===== src/rtl/primofact_pkg.sv =====
// Shared types for the prime factoriser: FSM state encoding.
package primofact_pkg;

   typedef enum logic [3:0] {
      StIdle     = 4'd0,
      StCheck    = 4'd1,
      StDivStart = 4'd2,
      StDivWait  = 4'd3,
      StEmit     = 4'd4,
      StEmitLast = 4'd5,
      StDone     = 4'd6,
      StError    = 4'd7
   } state_e;

endpackage


===== src/rtl/primofact_divqr.sv =====
// Restoring divider producing quotient and remainder, one quotient bit per cycle.
module primofact_divqr #(
   parameter int unsigned WIDTH = 16
) (
   input  logic             clk_i,
   input  logic             rst_i,
   input  logic             go_i,
   input  logic [WIDTH-1:0] num_i,
   input  logic [WIDTH-1:0] den_i,
   output logic             ready_o,
   output logic             error_o,
   output logic [WIDTH-1:0] quot_o,
   output logic [WIDTH-1:0] rem_o
);

   localparam int unsigned CntW = $clog2(WIDTH + 1);

   logic [CntW-1:0]  cnt_q;
   logic             ready_q;
   logic             error_q;
   logic [WIDTH-1:0] den_q;
   logic [WIDTH-1:0] quot_q;
   logic [WIDTH-1:0] rem_q;
   logic [WIDTH:0]   shifted;
   logic [WIDTH-1:0] trial;

   // Partial remainder is always < den, so the shifted value needs only one extra bit.
   always_comb begin
      shifted = {rem_q, quot_q[WIDTH-1]};
      trial   = shifted[WIDTH-1:0] - den_q;
   end

   always_ff @(posedge clk_i) begin
      if (rst_i) begin
         ready_q <= 1'b1;
         error_q <= 1'b0;
         cnt_q   <= '0;
         den_q   <= '0;
         quot_q  <= '0;
         rem_q   <= '0;
      end else if (ready_q) begin
         if (go_i) begin
            ready_q <= 1'b0;
            error_q <= (den_i == '0);
            den_q   <= den_i;
            quot_q  <= num_i;
            rem_q   <= '0;
            cnt_q   <= CntW'(WIDTH);
         end
      end else if (cnt_q != '0) begin
         if (shifted >= {1'b0, den_q}) begin
            rem_q  <= trial;
            quot_q <= {quot_q[WIDTH-2:0], 1'b1};
         end else begin
            rem_q  <= shifted[WIDTH-1:0];
            quot_q <= {quot_q[WIDTH-2:0], 1'b0};
         end
         cnt_q <= cnt_q - 1'b1;
      end else begin
         ready_q <= 1'b1;
      end
   end

   assign ready_o = ready_q;
   assign error_o = error_q;
   assign quot_o  = quot_q;
   assign rem_o   = rem_q;

endmodule


===== src/rtl/primofact.sv =====
// Prime factoriser: emits the prime factors of a number in non-decreasing order
// using trial division by 2 then odd divisors, with a valid/ack output handshake.
module primofact
   import primofact_pkg::*;
#(
   parameter  int unsigned WIDTH_LOG = 4,
   localparam int unsigned WIDTH     = 1 << WIDTH_LOG
) (
   input  logic             clk_i,
   input  logic             rst_i,
   input  logic             go_i,
   input  logic [WIDTH-1:0] num_i,
   input  logic             ack_i,
   output logic             ready_o,
   output logic             error_o,
   output logic             valid_o,
   output logic [WIDTH-1:0] factor_o
);

   localparam logic [WIDTH-1:0] One     = WIDTH'(1);
   localparam logic [WIDTH-1:0] Two     = WIDTH'(2);
   localparam logic [WIDTH-1:0] Three   = WIDTH'(3);
   localparam logic [WIDTH-1:0] DivMax  = WIDTH'((1 << (WIDTH / 2)) + 1);
   localparam logic [WIDTH+1:0] DsqFour = (WIDTH+2)'(4);
   localparam logic [WIDTH+1:0] DsqNine = (WIDTH+2)'(9);

   state_e           state_q;
   logic [WIDTH-1:0] n_q;
   logic [WIDTH-1:0] div_q;
   logic [WIDTH+1:0] dsq_q;
   logic [WIDTH-1:0] factor_q;
   logic             ready_q;
   logic             error_q;
   logic             valid_q;
   logic             div_go_q;

   logic             dv_ready;
   logic             dv_error;
   logic [WIDTH-1:0] dv_quot;
   logic [WIDTH-1:0] dv_rem;

   primofact_divqr #(
      .WIDTH (WIDTH)
   ) u_divqr (
      .clk_i   (clk_i),
      .rst_i   (rst_i),
      .go_i    (div_go_q),
      .num_i   (n_q),
      .den_i   (div_q),
      .ready_o (dv_ready),
      .error_o (dv_error),
      .quot_o  (dv_quot),
      .rem_o   (dv_rem)
   );

   always_ff @(posedge clk_i) begin
      if (rst_i) begin
         state_q  <= StIdle;
         n_q      <= '0;
         div_q    <= Two;
         dsq_q    <= DsqFour;
         factor_q <= '0;
         ready_q  <= 1'b1;
         error_q  <= 1'b0;
         valid_q  <= 1'b0;
         div_go_q <= 1'b0;
      end else begin
         case (state_q)
            StIdle: begin
               if (go_i) begin
                  n_q     <= num_i;
                  div_q   <= Two;
                  dsq_q   <= DsqFour;
                  error_q <= (num_i == '0);
                  if (num_i != '0 && num_i != One) begin
                     ready_q <= 1'b0;
                     state_q <= StCheck;
                  end
               end
            end
            StCheck: begin
               if (n_q == One) begin
                  state_q <= StDone;
               end else if (dsq_q > {2'b00, n_q}) begin
                  // No divisor up to sqrt(n) remains, so n itself is prime.
                  factor_q <= n_q;
                  valid_q  <= 1'b1;
                  state_q  <= StEmitLast;
               end else begin
                  div_go_q <= 1'b1;
                  state_q  <= StDivStart;
               end
            end
            StDivStart: begin
               div_go_q <= 1'b0;
               state_q  <= StDivWait;
            end
            StDivWait: begin
               if (dv_ready) begin
                  if (dv_error) begin
                     state_q <= StError;
                  end else if (dv_rem == '0) begin
                     n_q      <= dv_quot;
                     factor_q <= div_q;
                     valid_q  <= 1'b1;
                     state_q  <= StEmit;
                  end else begin
                     if (div_q == Two) begin
                        div_q <= Three;
                        dsq_q <= DsqNine;
                     end else begin
                        // (d+2)^2 = d^2 + 4d + 4
                        div_q <= div_q + Two;
                        dsq_q <= dsq_q + {div_q, 2'b00} + DsqFour;
                     end
                     state_q <= StCheck;
                  end
               end
            end
            StEmit: begin
               if (ack_i) begin
                  valid_q <= 1'b0;
                  state_q <= StCheck;
               end
            end
            StEmitLast: begin
               if (ack_i) begin
                  valid_q <= 1'b0;
                  state_q <= StDone;
               end
            end
            StDone: begin
               ready_q <= 1'b1;
               state_q <= StIdle;
            end
            StError: begin
               ready_q <= 1'b1;
               error_q <= 1'b1;
               state_q <= StIdle;
            end
            default: state_q <= StIdle;
         endcase
      end
   end

   assign ready_o  = ready_q;
   assign error_o  = error_q;
   assign valid_o  = valid_q;
   assign factor_o = factor_q;

`ifndef SYNTHESIS
   a_no_x_ctrl: assert property (@(posedge clk_i) !$isunknown({clk_i, rst_i}));
   a_div_bound: assert property (@(posedge clk_i) disable iff (rst_i) div_q <= DivMax);
   a_valid_not_ready: assert property (@(posedge clk_i) disable iff (rst_i)
      !(valid_q && ready_q));
   a_valid_factor: assert property (@(posedge clk_i) disable iff (rst_i)
      valid_q |-> (factor_q >= Two && (factor_q[0] || factor_q == Two)));
`endif

endmodule


===== config.mk =====
export PLATFORM = sky130hd
export DESIGN_NAME = primofact
export DESIGN_NICKNAME = d
export VERILOG_FILES = /design/src/rtl/primofact_pkg.sv /design/src/rtl/primofact_divqr.sv /design/src/rtl/primofact.sv
export SDC_FILE = /design/constraint.sdc
export NUM_CORES = 1
export LEC_CHECK = 0
export ABC_CLOCK_PERIOD_IN_PS = 3500
export CAP_MARGIN = 20
export CORE_ASPECT_RATIO = 0.7
export CORE_MARGIN = 2
export CORE_UTILIZATION = 45
export CTS_CLUSTER_SIZE = 40
export DETAILED_ROUTE_END_ITERATION = 10
export RECOVER_POWER = 25
export SLEW_MARGIN = 25
export SYNTH_ARGS = -nofsm -noshare
export SYNTH_HDL_FRONTEND = slang
export SYNTH_HIERARCHICAL = 1
export SYNTH_SLANG_ARGS = --single-unit
export TNS_END_PERCENT = 1

===== constraint.sdc =====
create_clock -name clk_i -period 3.5 [get_ports clk_i]
set_input_delay 0.35 -clock clk_i [delete_from_list [all_inputs] [get_ports clk_i]]
set_output_delay 0.35 -clock clk_i [all_outputs]
set_load 0.03 [all_outputs]

==> results of run 1 <==
## how the worst max path moves through the flow
stage	start	endpoint	slack, ns	depth (start not counted)
CTS	div_q[1]	dsq_q[17]	0.51	10
floorplan	div_q[1]	dsq_q[17]	0.81	10
detailed placement	div_q[1]	dsq_q[17]	0.52	10
global route	u_divqr/ready_o	u_divqr/cnt_q[1]	0.17	4
finish	u_divqr/ready_o	u_divqr/rem_o[1]	0.37	7
global placement	div_q[1]	dsq_q[17]	0.59	10
## cells in the final DEF (no fill, tap or decap), types with 3 or more instances in the layout
master                              n
sky130_fd_sc_hd__a211oi_1          24
sky130_fd_sc_hd__a211oi_2          14
sky130_fd_sc_hd__a21o_1            19
sky130_fd_sc_hd__a21oi_1           71
sky130_fd_sc_hd__a22oi_1            6
sky130_fd_sc_hd__a311oi_1          18
sky130_fd_sc_hd__a31oi_1            4
sky130_fd_sc_hd__and3_1             9
sky130_fd_sc_hd__and4_1             6
sky130_fd_sc_hd__buf_4             20
sky130_fd_sc_hd__bufinv_16          3
sky130_fd_sc_hd__clkbuf_16         17
sky130_fd_sc_hd__clkdlybuf4s50_1   29
sky130_fd_sc_hd__clkinvlp_4         5
sky130_fd_sc_hd__dfxtp_1          127
sky130_fd_sc_hd__dlygate4sd3_1      8
sky130_fd_sc_hd__ha_1              63
sky130_fd_sc_hd__inv_1             49
sky130_fd_sc_hd__mux2i_1           32
sky130_fd_sc_hd__nand2_1          116
sky130_fd_sc_hd__nand2b_1           3
sky130_fd_sc_hd__nand3_1           23
sky130_fd_sc_hd__nand3b_1           3
sky130_fd_sc_hd__nand4_1           18
sky130_fd_sc_hd__nor2_1           111
sky130_fd_sc_hd__nor2_2             4
sky130_fd_sc_hd__nor2b_1            8
sky130_fd_sc_hd__nor3_1            12
sky130_fd_sc_hd__nor4_1            16
sky130_fd_sc_hd__nor4b_1            4
sky130_fd_sc_hd__o211ai_1           5
sky130_fd_sc_hd__o21a_1             8
sky130_fd_sc_hd__o21ai_0           23
sky130_fd_sc_hd__o21ai_1           19
sky130_fd_sc_hd__xnor2_1           15
sky130_fd_sc_hd__xor2_1            20
## flip-flops by register name, indices dropped and copies added, names as in the netlist
name             flops
u_divqr/ready_o      1
u_divqr/cnt_q        5
u_divqr/error_o      1
dsq_q               17
div_q               16
u_divqr/den_q       16
factor_o            16
error_o              1
u_divqr/rem_o       16
ready_o              1
n_q                 16
div_go_q             1
state_q              3
valid_o              1
u_divqr/quot_o      16
## cell families (layout without fill, tap and decap cells)
family | count (synthesis) | count (layout) | share of synthesized area, %
AO/OA/AOI/OAI | 240 | 240 | 21.9
XOR/XNOR | 35 | 35 | 3.94
adder cells (fa/ha/maj) | 65 | 65 | 10.6
buffers and inverters | 103 | 139 | 5.56
flip-flops | 127 | 127 | 32.7
multiplexers | 33 | 33 | 4.26
AND/OR/NAND/NOR | 349 | 349 | 21.0
## critical path: cells and delay by family (launching register included)
family	cells	cell delay, ns
buffers and inverters	3	1.97
AOI/OAI and AO/OA	1	0.24
and+or+nand+nor	3	0.49
DFF	1	0.32
## through the flow
step / setup WS [ns] / utilization [%] / total power [mW] / cells
finish: 0.370 / 52.5 / 6.90 / 1219
detailed placement: 0.521 / 49.0 / 5.07 / 1188
global placement: 0.588 / 49.0 / 5.05 / 1188
CTS: 0.512 / 52.5 / 6.94 / 1219
global route: 0.168 / 52.5 / 7.35 / 1219
floorplan: 0.807 / - / 4.35 / 952
## metal layers
metal / GRT usage (%) / part of all wire, %
met4: 6.43 / 0.96
met1: 37.6 / 53
met3: 4.73 / 6.1
met2: 33.7 / 40
met5: 0 / 0
## report_power, final
part           total [mW]  switching [mW]  internal [mW]
Clock                1.84           0.706           1.14
Sequential           2.08           0.321           1.76
Combinational        2.97            1.80           1.17
Total                6.90            2.83           4.07
## cell type report
class	count	area, µm²
Clock buffer	18	439
Clock inverter	13	164
Fill cell	1658	8110
Inverter	49	184
Multi-Input combinational cell	722	4810
Sequential cell	127	2540
Tap cell	231	289
Timing Repair Buffer	59	529
==> results.env, run 1 <==
TIMING.FINAL.MAX_SLEW_VIOLATIONS=28
SYNTHTOPCELLSBYCOUNT='sky130_fd_sc_hd__dfxtp_1, sky130_fd_sc_hd__nand2_1, sky130_fd_sc_hd__nor2_1'
CRITICAL_PATH.MOST_COMMON_CELL='sky130_fd_sc_hd__nor2_1'
LAYOUT_WORST_PATH_CYCLE_SHARE_PCT=89.4
CAP_VIOL_MAX_COUNT=1
FINAL.HOLD.WORST_SLACK_NS=0.456
SYNTHESIS.AREA_PER_INSTANCE_UM2=8.17
R2R_CELLS=7
FIN_SKEW_NS=0.00857
SYNTHTOPCELLSBYAREA='sky130_fd_sc_hd__dfxtp_1, sky130_fd_sc_hd__ha_1, sky130_fd_sc_hd__nand2_1'
CP_DATA_REQUIRED_TIME_NS=3.82
NUMPORTBUFFERS=38
ASYNCSETRESETFLOPFRACSYNTH_PCT=0
YOSYS_WARNINGS=6
SYNTH_NETS=1037
INITIAL_CORE_UTIL_PCT=45.6
WORST_HOLD_PATH_TYPE='reg2reg'
VIA_COUNT_OF_THE_FIRST_GLOBAL_ROUTING_PASS=6242
SYNTH_LARGEST_AREA_CELL='sky130_fd_sc_hd__dfxtp_1'
TOTAL_VIA_COUNT_IN_THE_ROUTED_DESIGN=6890
CORE.ROWCOUNT=40
PLACEABLECOREAREA_MM2=0.0171
CTS_INSERTED_BUFFERS=17
CTS_HOLD_REPAIR.BUFFERS=0
DETAIL_ROUTE.FIRST_PASS.ITERATIONS=5
COUNT_OF_CELLS_RESIZED_BY_POST_CTS_REPAIR=0
CRITICAL_PATH_PEAK_FANOUT=31
STDCELL_AREA_MM2=0.00896
WORST_SETUP_HOLD_PATH_CLK_SLEW_NS=0.06
P_PER_AREA_mW_PER_MM2=770
HTREEDEPTH=4
INITIAL_ANTENNA_VIOLATION_COUNT=0
WORSTSETUPPATHTYPE='reg2reg'
GP_WEIGHTED_CONGESTION=0.864
WL_PER_CELL_UM=17.6
FINAL-SETUP-VIOL-COUNT=0
VDD.IR_DROP.WORST_uV=477
NUMCLOCKSINKS=127
GRT-OVFL-TOTAL=0
HOLD_VIOLATIONS=0
R2R_START='u_divqr/ready_o'
MINIMUM_CLOCK_PERIOD_NS=3.13
FF_LATCH_COUNT_SYNTH=127
RESULT_OF_THE_RUN='finished with violations'
GRT_START_MAX_NET_PINS=72
SYNTH_EDF_COUNT=0
CRIT_SLOWEST_CELL='sky130_fd_sc_hd__clkbuf_1'
SYNTH_TOP_AREA_SHARE_PCT=32.7
POST_CTS.REPAIR.SETUP_BUFFERS=0
PLACED_CELL_AREA_MM2=0.00836
SYNTHESIS.INSTANCES=952
WIRELENGTH_UM=21500
TIMING.CRITICAL_PATH.ARRIVAL_NS=3.45
MAXIMUM_CLOCK_RATE_MHz=319
SYNTH.DISTINCT_CELLS=72
SYN-CELL-AREA_MM2=0.00778
DRT_DRC_VIOLATIONS_LEFT=0
REG2REG_SLACK_NS=0.37
SETUP_TNS_FINAL_NS=0
FIRST_PASS_GRT_WIRE_LENGTH_UM=34500
SYNTH_FLOP_CELL='sky130_fd_sc_hd__dfxtp_1'
DIE_W_UM=161
WHS_PATH_DEPTH=2
WORSTMARGINPINSLEW_NS=1.67
MIN_TO='u_divqr/den_q[10]'
YOSYSSEQAREASHARE_PCT=32.7
LAYOUT-DRIVE-GT1-SHARE_PCT=8.81
P_LEAK_nW=3.73
SYN_TO_FINAL_GROWTH_PCT=15.1
CRITPATHMAXSTAGEDELAY_NS=1.21
DESIGN.PORTCOUNT=39
CTSLONGESTPATHBUFFERS=2
ANTENNADIODECOUNT=0
DP.FINAL_HPWL_UM=15400
WORST_R2R_ENDPOINT='u_divqr/rem_o[1]'
TRITONCTS='done'
VIOLATIONS='capacitance limit, slew limit'
TIMING.SLEW.HEADROOM_PCT=-11.5
GR-USAGE-ALL-LAYERS_PCT=24.2
WORST_SKEW_PAIR.LATE_LATENCY_NS=0.43
GRT_SETUP_UNREPAIRED='no'
CLOCK-ROOT-BUFFER='sky130_fd_sc_hd__clkbuf_16'
WORSTHOLDSTART='u_divqr/den_q[10]'
DETAIL-ROUTE-ANTENNA-NETS=0
DIE_AREA_MM2=0.0184
NUM-NETS-FINAL=1061
WORSTSETUPENDPOINTTYPE='flip-flop'
CRIT_PATH_START_KIND='flip-flop'
CP_CELL_SEQUENCE='clkbuf_1, nor2_1, nor2_2, clkbuf_2, nor2_1, buf_4, a22o_1'
COUNT_LEADER_SYNTH='sky130_fd_sc_hd__dfxtp_1'
DRT-VIAS-PER-INSTANCE=5.65
DETAILEDROUTE.FIRSTITERATIONVIOLATIONS=566
DIE_HEIGHT_UM=114
No activity file was read; power rests on OpenSTA's default activity.
==> inputs of run 2 (changes only) <==
- DONT_BUFFER_PORTS: default -> 1
==> run 2 against run 1 <==
  * Cell area decreased by 4.6%
  * Critical endpoint is now dsq_q[17]
  * Largest power group unchanged
  * First-iteration DRC count rose by 15%
  * Cell count down 3.3%
  * Register-to-register slack better by 0.03 ns
  * Sequential share of layout area is 1.4 points higher
  * Critical path type unchanged
  * Clock-buffer cell count rose by 1
  * Non-clock buffer count decreased by 40
  * Routed wire length is 1.0% lower
  * Setup slack improved by 0.034 ns
  * The flow still finishes with violations (capacitance limit, slew limit)
  * Via count down 1.8%
  * Utilization is 2.4 points lower
  * Power is 4.4% lower
==> results.env, run 2 (synthesized netlist as in run 1, its figures left out) <==
RESULT_OF_THE_RUN='finished with violations'
VIOLATIONS='capacitance limit, slew limit'
CORE.ROWCOUNT=40  # unchanged
CTS_INSERTED_BUFFERS=17  # unchanged
CP_DATA_REQUIRED_TIME_NS=3.81  # about the same
SETUP_TNS_FINAL_NS=0  # unchanged
REGISTERS.TOP_BY_FF_COUNT='dsq_q'
TIMING.CRITICAL_PATH.ARRIVAL_NS=3.41  # -0.04 ns
FIN_SKEW_NS=0.00892  # +0.000356 ns
VDD.IR_DROP.WORST_uV=440  # -7.6%
MULTI_INPUT_LOGIC_AREA_MM2=0.00481  # about the same
DP.FINAL_HPWL_UM=15000  # -2.5%
COMMONEST_NON_FILL_NON_TAP_CELL_IN_THE_LAYOUT='sky130_fd_sc_hd__dfxtp_1'
CAP_VIOL_MAX_COUNT=1  # unchanged
DETAILEDROUTE.FIRSTITERATIONVIOLATIONS=650  # +15%
DIE_AREA_MM2=0.0184  # unchanged
HTREEDEPTH=4  # unchanged
FINAL-SETUP-VIOL-COUNT=0  # unchanged
WORSTSETUPENDPOINTTYPE='flip-flop'
NUM-NETS-FINAL=1021  # -3.8%
DRT-VIAS-PER-INSTANCE=5.74  # +1.5%
GP_WEIGHTED_CONGESTION=0.879  # +1.8%
DIE_HEIGHT_UM=114  # unchanged
GRT_SETUP_UNREPAIRED='no'
WORSTSETUPPATHTYPE='reg2reg'
WIRELENGTH_UM=21200  # -1.0%
MAXIMUM_CLOCK_RATE_MHz=323  # +1.1%
PLACED_CELL_AREA_MM2=0.00796  # -4.8%
CRITICAL_PATH_PEAK_FANOUT=9  # -71%
NUMCLOCKSINKS=127  # unchanged
CRITPATHMAXSTAGEDELAY_NS=0.52  # -0.69 ns
TOTAL_VIA_COUNT_IN_THE_ROUTED_DESIGN=6766  # -1.8%
LARGEST_REG_FLOPS=17  # unchanged
VIA_COUNT_OF_THE_FIRST_GLOBAL_ROUTING_PASS=6217  # -0.40%
DIE_W_UM=161  # unchanged
P_PER_AREA_mW_PER_MM2=772  # +0.23%
DRT_DRC_VIOLATIONS_LEFT=0  # unchanged
CRITICAL_PATH.MOST_COMMON_CELL='sky130_fd_sc_hd__ha_1'
CP_CELL_SEQUENCE='ha_1, ha_1, fa_1, a211oi_2, o21ai_1, a21oi_2, o21ai_2, a221oi_2, mux2i_1, a211o_1'
CRITPATHTOPFAMILY='compound AO/OA/AOI/OAI gates'
TIMING.FINAL.MAX_SLEW_VIOLATIONS=28  # unchanged
WORST_HOLD_PATH_TYPE='in2reg'
LAYOUT_WORST_PATH_CYCLE_SHARE_PCT=88.5  # -0.97 points
CTSLONGESTPATHBUFFERS=2  # unchanged
R2R_START='div_q[1]'
INITIAL_ANTENNA_VIOLATION_COUNT=0  # unchanged
HOLD_VIOLATIONS=0  # unchanged
WORSTSETUPSTARTPOINT='div_q[1]'
CRIT_PATH_START_KIND='flip-flop'
PLACEABLECOREAREA_MM2=0.0171  # unchanged
WL_PER_CELL_UM=18.0  # +2.3%
INITIAL_CORE_UTIL_PCT=45.6  # unchanged
WORST_SKEW_PAIR.LATE_LATENCY_NS=0.43  # about the same
AREA.SEQUENTIAL_MM2=0.00254  # unchanged
STDCELL_AREA_MM2=0.00855  # -4.6%
MINIMUM_CLOCK_PERIOD_NS=3.10  # -0.0341 ns
MOST-COMMON-LAYOUT-CELLS='sky130_fd_sc_hd__dfxtp_1, sky130_fd_sc_hd__nand2_1, sky130_fd_sc_hd__nor2_1'
CRIT_SLOWEST_CELL='sky130_fd_sc_hd__dfxtp_1'
WORSTMARGINPINSLEW_NS=1.56  # -0.116 ns
COUNT_OF_CELLS_RESIZED_BY_POST_CTS_REPAIR=0  # unchanged
GR-USAGE-ALL-LAYERS_PCT=23.8  # -0.44 points
WORSTHOLDSTART='rst_i'
DETAIL_ROUTE.FIRST_PASS.ITERATIONS=5  # unchanged
TRITONCTS='done'
ANTENNADIODECOUNT=0  # unchanged
DETAIL-ROUTE-ANTENNA-NETS=0  # unchanged
FILLCELLCOUNT=1669  # +0.66%
GRT-OVFL-TOTAL=0  # unchanged
WORST_SETUP_HOLD_PATH_CLK_SLEW_NS=0.06  # about the same
DESIGN.PORTCOUNT=39  # unchanged
GRT_START_MAX_NET_PINS=72  # unchanged
CLOCK-ROOT-BUFFER='sky130_fd_sc_hd__clkbuf_16'
LAYOUT-DRIVE-GT1-SHARE_PCT=8.54  # -0.26 points
SYN_TO_FINAL_GROWTH_PCT=9.84
CRITICAL_PATH.N_BUFFERS_INVERTERS=0  # -3
FIRST_PASS_GRT_WIRE_LENGTH_UM=33900  # -1.6%
NUMPORTBUFFERS=0  # -100%
P_LEAK_nW=3.53  # -5.3%
TIMING.SLEW.HEADROOM_PCT=-3.75  # +7.7 points
## run 2: worst paths after layout
kind                                          to  slack (ns)  depth (start not counted)
worst max-delay path                   dsq_q[17]        0.40                         10
worst max register to register         dsq_q[17]        0.40                         10
worst min-delay path                   dsq_q[14]        0.04                          1
worst min register to register  u_divqr/den_q[6]        0.45                          2
## run 2: area by class of cell
class	instances	share of cell area [%]
well taps	231	3.38
clock buffers	19	5.18
multi-input cells	722	56.3
repair buffers	19	1.90
inverters	49	2.15
clock inverters	12	1.35
flip-flops and latches	127	29.7
## run 2: worst register-to-register path: stages, from the launching register on
cell and delay [ns]:
sky130_fd_sc_hd__dfxtp_1 0.52, sky130_fd_sc_hd__ha_1 0.30, sky130_fd_sc_hd__ha_1 0.24, sky130_fd_sc_hd__fa_1 0.45, sky130_fd_sc_hd__a211oi_2 0.26, sky130_fd_sc_hd__o21ai_1 0.14, sky130_fd_sc_hd__a21oi_2 0.26, sky130_fd_sc_hd__o21ai_2 0.10
sky130_fd_sc_hd__a221oi_2 0.32, sky130_fd_sc_hd__mux2i_1 0.12, sky130_fd_sc_hd__a211o_1 0.27
## run 2: power by group
| part | internal, mW | switching, mW | leakage (nW) |
|---|---|---|---|
| Sequential | 1.76 | 0.504 | 1.03 |
| Combinational | 1.05 | 1.58 | 2.25 |
| Clock | 0.993 | 0.707 | 0.254 |
## run 2: metrics by stage
step	setup slack, ns	hold slack [ns]	total power [mW]	utilization, %	cells
after floorplan	0.807	0.436	4.35	-	952
after global placement	0.585	0.433	4.86	46.6	1145
after detailed placement	0.501	0.440	4.89	46.6	1145
after CTS	0.481	0.00100	6.62	50.1	1179
after global routing	0.270	0.00748	7.03	50.1	1179
final	0.404	0.0412	6.60	50.1	1179
## run 2: what timing repair did
item | CTS | global route
hold buffers | 3 | 0
buffers inserted | 0 | 0
endpoints found under the hold margin | 27 | 0
## run 2: per-layer routing
metal,share of wire (%),vias to the layer above,global-route usage (%)
met4,1.1,0,6.07
met1,51,3189,35.6
met5,0,-,0
li1,-,3378,-
met3,6.6,18,5.75
met2,41,181,33.9
